`config.mk`:
```
export PLATFORM = sky130hd
export DESIGN_NAME = spi_slave_core
export DESIGN_NICKNAME = d
export VERILOG_FILES = /design/src/rtl/spi_pkg.sv /design/src/rtl/spi_sync_edge.sv /design/src/rtl/spi_slave_core.sv
export SDC_FILE = /design/constraint.sdc
export NUM_CORES = 1
export LEC_CHECK = 0
export BUFFER_PORTS_ARGS = -buffer_cell sky130_fd_sc_hd__buf_2
export CORE_ASPECT_RATIO = 0.6
export CORE_MARGIN = 3
export CORE_UTILIZATION = 25
export CTS_BUF_LIST = sky130_fd_sc_hd__clkbuf_8
export DETAILED_ROUTE_END_ITERATION = 7
export SETUP_SLACK_MARGIN = 0.3
export SYNTH_ARGS = -nofsm -noshare
export SYNTH_HDL_FRONTEND = slang
export SYNTH_SLANG_ARGS = --single-unit
```
`constraint.sdc`:
```
create_clock -name clk_in -period 1.9 [get_ports clk_in]
set_input_delay 0.095 -clock clk_in [delete_from_list [all_inputs] [get_ports clk_in]]
set_output_delay 0.095 -clock clk_in [all_outputs]
set_load 0.01 [all_outputs]
```
`src/rtl/spi_pkg.sv`:
```
// Shared types and constants for the SPI target engine: FSM encodings, frame width,
// default idle fill byte and a bit-order helper.
package spi_pkg;

    localparam int SPI_FRAME_BITS = 8;
    localparam int SPI_CNT_W      = 3;
    localparam logic [SPI_FRAME_BITS-1:0] SPI_IDLE_FILL = 8'hFF;

    typedef enum logic [1:0] {
        ST_IDLE   = 2'd0,
        ST_LOAD   = 2'd1,
        ST_ACTIVE = 2'd2,
        ST_DONE   = 2'd3
    } spi_state_e;

    // Bit at frame position idx (0 = first on the wire) for the selected bit order.
    function automatic logic frame_bit(input logic [SPI_FRAME_BITS-1:0] data,
                                       input logic [SPI_CNT_W-1:0]      idx,
                                       input logic                      lsb_first);
        logic bit_s;
        if (lsb_first) begin
            bit_s = data[idx];
        end else begin
            bit_s = data[3'd7 - idx];
        end
        return bit_s;
    endfunction

endpackage

```
`src/rtl/spi_sync_edge.sv`:
```
// N-stage synchronizer followed by a delay flop; reports the synced level and any
// change of that level (toggle) so the caller can qualify rising/falling edges.
module spi_sync_edge #(
    parameter int   STAGES    = 2,
    parameter logic RESET_VAL = 1'b0
) (
    input  logic clk_in,
    input  logic rstn_in,
    input  logic async_in,
    output logic sync_o,
    output logic toggle_o
);

    logic [STAGES-1:0] sync_q;
    logic              dly_q;

    // Synchronizer chain plus one delay stage for edge detection.
    always_ff @(posedge clk_in or negedge rstn_in) begin
        if (!rstn_in) begin
            sync_q <= {STAGES{RESET_VAL}};
            dly_q  <= RESET_VAL;
        end else begin
            sync_q <= {sync_q[STAGES-2:0], async_in};
            dly_q  <= sync_q[STAGES-1];
        end
    end

    assign sync_o   = sync_q[STAGES-1];
    assign toggle_o = sync_q[STAGES-1] ^ dly_q;

endmodule

```
`src/rtl/spi_slave_core.sv`:
```
// SPI target engine: oversampled SCK/SS/MOSI, 8-bit frames, CPOL/CPHA modes 0-3,
// LSB-first option. Optional rx overrun tracking under `SPI_SLAVE_OVERRUN_EN.
module spi_slave_core
    import spi_pkg::*;
#(
    parameter int                        SYNC_STAGES = 2,
    parameter logic [SPI_FRAME_BITS-1:0] IDLE_FILL   = SPI_IDLE_FILL
) (
    input  logic       clk_in,
    input  logic       rstn_in,
    input  logic       enable_in,
    input  logic       cpol_in,
    input  logic       cpha_in,
    input  logic       lsbfe_in,
    input  logic       sck_in,
    input  logic       ss_in,
    input  logic       serial_in,
    output logic       serial_out,
    output logic       miso_oe_out,
    input  logic [7:0] tx_data_in,
    input  logic       tx_load_in,
    output logic       tx_empty_out,
    output logic [7:0] rx_data_out,
    output logic       rx_valid_out,
`ifdef SPI_SLAVE_OVERRUN_EN
    input  logic       rx_ack_in,
    output logic       overrun_out,
`endif
    output logic       busy_out
);

    spi_state_e           state_q, state_d;
    logic [SPI_CNT_W-1:0] cnt_q, cnt_d;
    logic [7:0]           rx_sh_q, rx_sh_d;
    logic [7:0]           tx_sh_q, tx_sh_d;
    logic [7:0]           tx_buf_q, tx_buf_d;
    logic [7:0]           rx_data_q, rx_data_d;
    logic                 tx_empty_q, tx_empty_d;
    logic                 serial_q, serial_d;
    logic                 oe_q, oe_d;
    logic                 busy_q, busy_d;
    logic                 rx_valid_q, rx_valid_d;

    logic                   sck_s, sck_tgl_s, ss_s, ss_tgl_s, mosi_s;
    logic [SYNC_STAGES-1:0] mosi_sync_q;
    logic                   lead_s, trail_s, sample_s, shift_s, ss_fall_s;
    logic [7:0]             load_byte_s, rx_ins_s;

    spi_sync_edge #(.STAGES(SYNC_STAGES), .RESET_VAL(1'b0)) u_sck_sync (
        .clk_in   (clk_in),
        .rstn_in  (rstn_in),
        .async_in (sck_in),
        .sync_o   (sck_s),
        .toggle_o (sck_tgl_s)
    );

    spi_sync_edge #(.STAGES(SYNC_STAGES), .RESET_VAL(1'b1)) u_ss_sync (
        .clk_in   (clk_in),
        .rstn_in  (rstn_in),
        .async_in (ss_in),
        .sync_o   (ss_s),
        .toggle_o (ss_tgl_s)
    );

    // MOSI needs no edge detect; its last stage lines up with the synced SCK edge.
    always_ff @(posedge clk_in or negedge rstn_in) begin
        if (!rstn_in) begin
            mosi_sync_q <= {SYNC_STAGES{1'b0}};
        end else begin
            mosi_sync_q <= {mosi_sync_q[SYNC_STAGES-2:0], serial_in};
        end
    end

    assign mosi_s    = mosi_sync_q[SYNC_STAGES-1];
    assign lead_s    = sck_tgl_s & (sck_s ^ cpol_in);
    assign trail_s   = sck_tgl_s & ~(sck_s ^ cpol_in);
    assign sample_s  = cpha_in ? trail_s : lead_s;
    assign shift_s   = cpha_in ? lead_s : trail_s;
    assign ss_fall_s = ss_tgl_s & ~ss_s;

    assign load_byte_s = tx_empty_q ? IDLE_FILL : tx_buf_q;
    assign rx_ins_s    = lsbfe_in ? {mosi_s, rx_sh_q[7:1]} : {rx_sh_q[6:0], mosi_s};

    // Next-state logic for the frame FSM, datapath and tx buffer.
    always_comb begin
        state_d    = state_q;
        cnt_d      = cnt_q;
        rx_sh_d    = rx_sh_q;
        tx_sh_d    = tx_sh_q;
        tx_buf_d   = tx_buf_q;
        tx_empty_d = tx_empty_q;
        serial_d   = serial_q;
        rx_data_d  = rx_data_q;
        rx_valid_d = 1'b0;

        if (!enable_in) begin
            state_d = ST_IDLE;
        end else begin
            case (state_q)
                ST_IDLE: begin
                    if (ss_fall_s) begin
                        state_d = ST_LOAD;
                    end else begin
                        state_d = ST_IDLE;
                    end
                end
                ST_LOAD: begin
                    tx_sh_d    = load_byte_s;
                    tx_empty_d = 1'b1;
                    cnt_d      = {SPI_CNT_W{1'b0}};
                    serial_d   = frame_bit(load_byte_s, {SPI_CNT_W{1'b0}}, lsbfe_in);
                    if (ss_s) begin
                        state_d = ST_IDLE;
                    end else begin
                        state_d = ST_ACTIVE;
                    end
                end
                ST_ACTIVE: begin
                    if (ss_s) begin
                        state_d = ST_IDLE;
                    end else if (sample_s) begin
                        rx_sh_d = rx_ins_s;
                        cnt_d   = cnt_q + 3'd1;
                        if (cnt_q == 3'd7) begin
                            rx_data_d  = rx_ins_s;
                            rx_valid_d = 1'b1;
                            state_d    = ST_DONE;
                        end else begin
                            state_d = ST_ACTIVE;
                        end
                    end else if (shift_s && (cpha_in || (cnt_q != 3'd0))) begin
                        // Position == samples taken so far; CPHA=0 ignores the edge before any sample.
                        serial_d = frame_bit(tx_sh_q, cnt_q, lsbfe_in);
                    end else begin
                        state_d = ST_ACTIVE;
                    end
                end
                ST_DONE: begin
                    if (ss_s) begin
                        state_d = ST_IDLE;
                    end else begin
                        state_d = ST_LOAD;
                    end
                end
                default: begin
                    state_d = ST_IDLE;
                end
            endcase
        end

        // A same-cycle load stays pending even while LOAD consumes the old content.
        if (tx_load_in) begin
            tx_buf_d   = tx_data_in;
            tx_empty_d = 1'b0;
        end else begin
            tx_buf_d = tx_buf_q;
        end

        if (state_d == ST_IDLE) begin
            serial_d = 1'b0;
            oe_d     = 1'b0;
            busy_d   = 1'b0;
        end else begin
            oe_d   = 1'b1;
            busy_d = 1'b1;
        end
    end

    // State and datapath registers.
    always_ff @(posedge clk_in or negedge rstn_in) begin
        if (!rstn_in) begin
            state_q    <= ST_IDLE;
            cnt_q      <= {SPI_CNT_W{1'b0}};
            rx_sh_q    <= 8'h00;
            tx_sh_q    <= 8'h00;
            tx_buf_q   <= 8'h00;
            tx_empty_q <= 1'b1;
            serial_q   <= 1'b0;
            oe_q       <= 1'b0;
            busy_q     <= 1'b0;
            rx_data_q  <= 8'h00;
            rx_valid_q <= 1'b0;
        end else begin
            state_q    <= state_d;
            cnt_q      <= cnt_d;
            rx_sh_q    <= rx_sh_d;
            tx_sh_q    <= tx_sh_d;
            tx_buf_q   <= tx_buf_d;
            tx_empty_q <= tx_empty_d;
            serial_q   <= serial_d;
            oe_q       <= oe_d;
            busy_q     <= busy_d;
            rx_data_q  <= rx_data_d;
            rx_valid_q <= rx_valid_d;
        end
    end

`ifdef SPI_SLAVE_OVERRUN_EN
    logic pending_q;
    logic overrun_q;

    // Unacknowledged byte tracking; overrun is sticky until acknowledged.
    always_ff @(posedge clk_in or negedge rstn_in) begin
        if (!rstn_in) begin
            pending_q <= 1'b0;
            overrun_q <= 1'b0;
        end else if (rx_valid_d) begin
            pending_q <= 1'b1;
            overrun_q <= (overrun_q | pending_q) & ~rx_ack_in;
        end else if (rx_ack_in) begin
            pending_q <= 1'b0;
            overrun_q <= 1'b0;
        end else begin
            pending_q <= pending_q;
            overrun_q <= overrun_q;
        end
    end

    assign overrun_out = overrun_q;
`endif

    assign serial_out   = serial_q;
    assign miso_oe_out  = oe_q;
    assign busy_out     = busy_q;
    assign tx_empty_out = tx_empty_q;
    assign rx_data_out  = rx_data_q;
    assign rx_valid_out = rx_valid_q;

endmodule
```
==> results of run 1 <==
==> final timing paths <==
kind	from	endpoint	slack (ns)
setup / recovery	cnt_q[1]$_DFFE_PN0P_	serial_out$_DFFE_PN0P_	0.30
hold / removal	tx_data_in[2]	tx_buf_q[2]$_DFFE_PN0P_	0.02
setup reg to reg	cnt_q[1]$_DFFE_PN0P_	serial_out$_DFFE_PN0P_	0.30
hold reg to reg	mosi_sync_q[0]$_DFF_PN0_	mosi_sync_q[1]$_DFF_PN0_	0.36
max in group asynchronous	rstn_in	tx_empty_out$_DFFE_PN1P_	1.05
min in group asynchronous	rstn_in	tx_buf_q[5]$_DFFE_PN0P_	0.22
==> layout by cell type (no fill, tap or decap), drive strengths merged, types with 3 or more instances in the layout <==
master / count
mux2: 32
dfrtp: 45
o21ai: 10
nand2b: 5
ha: 3
nand3: 3
buf: 39
nor2b: 5
mux2i: 7
inv: 6
clkbuf: 5
a21oi: 4
nor2: 10
dfstp: 4
dlygate4sd3: 4
mux4: 3
nand2: 12
==> registers in the layout (all words and copies together) (netlist names), 2 cells and up <==
| name | cells |
|---|---|
| rx_data_out | 8 |
| rx_sh_q | 8 |
| tx_buf_q | 8 |
| tx_sh_q | 8 |
| cnt_q | 3 |
| mosi_sync_q | 2 |
| state_q | 2 |
| u_sck_sync.sync_q | 2 |
| u_ss_sync.sync_q | 2 |
==> kinds of logic (layout without fill, tap and decap cells) <==
kind of cell,Yosys count,count (layout),share of synthesized area [%]
xor+xnor,1,1,0.734
compound gates,22,22,6.10
mux,42,42,23.8
simple gates,41,41,9.37
fa+ha+maj,3,3,1.69
flops,49,49,55.5
buf+inv,13,57,2.76
==> area by class of cell <==
cell class / count / share of cell area (%)
timing repair buffer: 43 / 10.1
inverter: 6 / 0.808
multi-input combinational: 109 / 35.0
clock buffer: 5 / 2.47
sequential: 49 / 44.4
tap: 108 / 4.85
clock inverter: 3 / 2.33
==> synth_stat cells <==
cell type	number
a21oi_1	4
a221o_1	1
a2bb2oi_1	1
a31oi_1	1
and2_1	2
buf_1	1
buf_2	1
buf_4	1
buf_6	1
clkbuf_1	3
dfrtp_1	45
dfstp_2	4
ha_1	3
inv_1	6
mux2_1	1
mux2_2	23
mux2_4	8
mux2i_1	7
mux4_2	3
nand2_1	12
nand2b_1	5
nand3_1	3
nor2_1	10
nor2b_1	5
nor3_1	1
nor3_4	1
nor3b_1	1
o211ai_1	1
o21a_1	1
o21ai_0	10
o311ai_0	1
o31a_1	1
o31ai_1	1
or2_1	1
xor2_2	1
==> worst max-delay path: stages, from the launching register on <==
cell,delay [ns]
dfrtp_2,0.44
mux4_2,0.52
a221o_1,0.34
a21oi_2,0.11
o31ai_1,0.07
==> layer usage <==
metal | vias to the layer above | wire length [µm] | global-route usage [%]
li1 | 684 | - | -
met1 | 715 | 2280 | 14.3
met2 | 31 | 2050 | 14.7
met3 | 5 | 155 | 1.95
met4 | 0 | 52 | 3.71
met5 | - | 0 | 0
==> power by group <==
part	switching [mW]	internal, mW	total [mW]
Sequential	0.0772	1.13	1.21
Combinational	0.124	0.149	0.273
Clock	0.346	0.523	0.869
Total	0.548	1.80	2.35
==> timing repair <==
item | CTS | global route
hold endpoints to repair | 17 | 0
setup buffers | 3 | 0
hold buffers | 4 | 0
gates resized for setup | 9 | 8
setup endpoints to repair | 17 | 17
pin swaps | 3 | 0
==> summary.md, run 1 <==
| Metric | Value |
|---|---|
| Status | `completed` |
| Initial antenna violation count | `0` |
| Clock Tree Buf Depth | `2` |
| Wire per inst | `14.0 µm` |
| Synth Net Count | `192` |
| DIE WIDTH | `128 µm` |
| Cell Pwr Density | `842 nW/µm²` |
| Clock sinks | `49` |
| Pleak | `1.34 nW` |
| TritonCTS Buffers | `5` |
| DP Worst Slack | `0.152 ns` |
| Fill cells | `810` |
| Critical Path AT | `1.78 ns` |
| Cell count of the worst reg-to-reg path | `4` |
| Overall power | `2.35 mW` |
| Clk Tree Root Cell | `clkbuf_8` |
| GPL Wtd Cong | `0.837` |
| Die area | `10100 µm²` |
| Crit path capture type | `register` |
| FF+latch area | `1240 µm²` |
| DIE HEIGHT | `78.9 µm` |
| Syn Area/Cell | `13.0 µm²` |
| Placed Cells | `308` |
| Worst slew pin tran | `0.331 ns` |
| Residual DRC | `0` |
| I/O pins | `31` |
| Setup WS post-layout | `0.302 ns` |
| Final setup fails | `0` |
| Max_cap viols | `0` |
| Worst Setup Start Kind | `register` |
| CTS tree | `built` |
| Hold crit path type | `in2reg` |
| WS Path Type | `reg2reg` |
| Min Tclk post-route | `1.60 ns` |
| Area Growth Syn to Fin | `25.7%` |
| Final Net Count | `235` |
| RSZ-0062 raised after global routing | `yes` |
| GR Util All Layers | `9.92%` |
| Area fraction of the dominant cell type after synthesis | `50.8%` |
| Synth area leaders | `dfrtp_1 (51%), mux2_2 (12%), mux2_4 (5.4%)` |
| Rows | `25` |
| Placement Cell Area | `2520 µm²` |
| H-tree levels | `2` |
| Largest area contributor in the netlist | `dfrtp_1` |
| Tcrit/Tclk final | `84.1%` |
| Design Area, Final | `2790 µm²` |
| Worst-skew pair later-pin latency | `0.30 ns` |
| Core area | `8230 µm²` |
| Initial DRC count | `64` |
| Clock slew at reported path FFs | `0.09 ns` |
| # diodes | `0` |
| Share of cells above drive strength 1 | `46.0%` |
| Setup TNS after final layout | `0 ns` |
| Pin count of the biggest net entering global routing | `20` |
| Initial Util | `27.0%` |
| Vias in the first global route | `1579` |
| VDD IR-drop max | `0.346 mV` |
| Worst hold slack | `0.0176 ns` |
| Synth warn | `0` |
| Mapped Cells | `171` |
| DR pass1 iterations | `4` |
| Via Count | `1435` |
| First-pass GRT wire length | `7910 µm` |
| Hold-critical path depth | `2` |
| Worst Path Required | `2.08 ns` |
| Post-synthesis sequential area ratio | `55.5%` |
| Cell Count, Final, Fillers Out | `323` |
| Post-route ant nets | `0` |
| Flops & latches, synth | `49` |
| Synthesized area | `2220 µm²` |
| Max Fclk | `0.626 GHz` |
| Avg Vias per Cell | `4.44` |
| Util after Layout | `33.9%` |
| Final Hold Vio Count | `0` |
| Final WL | `4530 µm` |
| Multi-input gate area | `976 µm²` |
| Fin. max-slew vios | `0` |
| Dpl hpwl | `3280 µm` |
| Rel. slew slack | `77.9%` |
| Critical-path maximum fanout | `6` |
| Gr ovfl total | `0` |
| Clk_skew | `0.00516 ns` |
| Input/output buffers | `30` |
| Netlist cell types | `35` |
No activity file was read; power rests on OpenSTA's default activity.
==> run 2, diff against run 1 <==
==> constraint.sdc (replaced) <==
create_clock -name clk_in -period 1.4 [get_ports clk_in]
set_input_delay 0.07 -clock clk_in [delete_from_list [all_inputs] [get_ports clk_in]]
set_output_delay 0.07 -clock clk_in [all_outputs]
set_load 0.01 [all_outputs]
==> summary.md, run 2 (synthesis results as in run 1) <==
| Metric | Value |
|---|---|
| Post-route ant nets | `0` |
| Failing checks | `setup timing` |
| Wire per inst | `14.2 µm` |
| Clock Tree Buf Depth | `2` |
| Setup WS post-layout | `-0.191 ns` |
| Worst Setup Start Kind | `register` |
| Tcrit/Tclk final | `114%` |
| Clock network power share | `26.3%` |
| Met2 usage | `13.7%` |
| Die area | `10100 µm²` |
| Cell Count, Final, Fillers Out | `356` |
| Buf/Inv on CP | `0` |
| Rel. slew slack | `70.6%` |
| Area Growth Syn to Fin | `46.5%` |
| RSZ-0062 raised after global routing | `yes` |
| Min Tclk post-route | `1.59 ns` |
| H-tree levels | `2` |
| Dpl hpwl | `3420 µm` |
| DP Worst Slack | `-0.225 ns` |
| GR Util All Layers | `10.3%` |
| Via Count | `1601` |
| Pin count of the biggest net entering global routing | `22` |
| Gr ovfl total | `0` |
| Initial Util | `27.0%` |
| WS Path Type | `reg2reg` |
| Rows | `25` |
| Final Net Count | `268` |
| Worst Path Required | `1.57 ns` |
| I/O pins | `31` |
| Worst slew pin tran | `0.441 ns` |
| Sw Pwr | `0.797 mW` |
| Crit path capture type | `register` |
| CP delay by family, top | `compound AO/OA/AOI/OAI gates` |
| Critical Path AT | `1.77 ns` |
| Met1 usage | `16.4%` |
| Slowest cell on the critical path | `mux4_2` |
| Pleak | `1.55 nW` |
| Worst-path cell chain | `mux4_2 -> a221o_1 -> a21oi_2 -> o31ai_1` |
| Placed Cells | `327` |
| Worst hold slack | `0.0416 ns` |
| Max incr delay on CP | `0.48 ns` |
| Clock sinks | `49` |
| Critical-path maximum fanout | `3` |
| Core area | `8230 µm²` |
| Residual DRC | `0` |
| CTS tree | `built` |
| # diodes | `0` |
| Initial DRC count | `81` |
| Worst-skew pair later-pin latency | `0.30 ns` |
| Hold crit path type | `in2reg` |
| DR pass1 iterations | `4` |
| Commonest non-fill, non-tap cell in the layout | `dfrtp_1` |
| Max_cap viols | `0` |
| Clk Tree Root Cell | `clkbuf_8` |
| Pint | `2.20 mW` |
| Avg Vias per Cell | `4.50` |
| TritonCTS Buffers | `5` |
| Input/output buffers | `30` |
| Final WL | `5060 µm` |
| Most frequent cells in the layout | `dfrtp_1 (43), buf_2 (29), buf_4 (20), mux2_2 (16), mux2_4 (16)` |
| DIE WIDTH | `128 µm` |
| Gr busiest metal | `met1` |
| Max Fclk | `0.628 GHz` |
| Power share of the combinational group | `19.5%` |
| Clock slew at reported path FFs | `0.09 ns` |
| First-pass GRT wire length | `8160 µm` |
| Clk_skew | `0.00998 ns` |
| Initial antenna violation count | `0` |
| Share of cells above drive strength 1 | `57.7%` |
| Switching share of total power | `26.6%` |
| GPL Wtd Cong | `0.864` |
| Final Hold Vio Count | `0` |
| Status | `complete, but fails checks` |
| Cell Pwr Density | `924 nW/µm²` |
| VDD IR-drop max | `0.576 mV` |
| Final setup fails | `19` |
| Vias in the first global route | `1561` |
| Reg power frac | `54.3%` |
| DIE HEIGHT | `78.9 µm` |
| Fin. max-slew vios | `0` |
| GR Util met3 | `2.15%` |
-- run 2: cell count changes in the layout (fill, tap and decap cells not counted), sizes merged --
cell         change
clkinv           +1
dlygate4sd3      +8
bufinv           -2
inv              +1
buf             +25
-- run 2: path summary, 6_finish.rpt --
check / slack (ns) / depth (start not counted) / from / end
max: -0.19 / 4 / tx_sh_q[2]$_DFFE_PN0P_ / serial_out$_DFFE_PN0P_
min: 0.04 / 2 / tx_load_in / tx_empty_out$_DFFE_PN1P_
max reg2reg: -0.19 / 4 / tx_sh_q[2]$_DFFE_PN0P_ / serial_out$_DFFE_PN0P_
min reg2reg: 0.35 / 0 / mosi_sync_q[0]$_DFF_PN0_ / mosi_sync_q[1]$_DFF_PN0_
max in group asynchronous: 0.57 / 3 / rstn_in / cnt_q[1]$_DFFE_PN0P_
min in group asynchronous: 0.25 / 2 / rstn_in / tx_sh_q[7]$_DFFE_PN0P_
-- run 2: repair_timing --
item	CTS	global route
resized for setup	37	14
hold buffers	12	0
endpoints found under the setup margin	32	32
setup buffers	6	0
pin swaps	9	5
gates cloned	3	0
endpoints found under the hold margin	26	0
-- run 2: final cells by class --
cell class / count / area (µm²)
timing repair buffer: 76 / 668
clock inverter: 3 / 13.8
tap: 108 / 135
multi-input combinational: 109 / 1100
fill: 762 / 4980
clock buffer: 5 / 68.8
inverter: 6 / 25.0
sequential: 49 / 1230
-- run 2: per-stage QoR --
step / setup TNS, ns / util, % / cell area [µm²] / total power, mW
floorplan: -1.89 / - / 2300 / 1.87
global placement: -1.85 / 33.6 / 2760 / 2.07
detailed placement: -2.13 / 33.6 / 2760 / 2.09
CTS: -2.12 / 38.8 / 3190 / 2.99
global route: -3.24 / 39.5 / 3250 / 3.18
finish: -2.04 / 39.5 / 3250 / 3.00
-- run 2: power groups by stage --
stage / logic [mW] / registers, mW / clock network (mW)
floorplan: 0.255 / 1.62 / 0
CTS: 0.542 / 1.62 / 0.825
finish: 0.585 / 1.63 / 0.788
detailed placement: 0.442 / 1.64 / 0
global placement: 0.432 / 1.64 / 0
global route: 0.636 / 1.64 / 0.896
-- run 2: worst register-to-register path, delay by kind of cell (launching register included) --
family          cells  cell delay, ns
compound gates      3            0.54
flops               1            0.46
mux                 1            0.48
-- run 2: routing by layer --
metal / share of wire (%) / vias up
met3: 4.4 / 9
li1: - / 751
met5: 0 / -
met1: 53 / 799
met4: 1.2 / 0
met2: 42 / 42
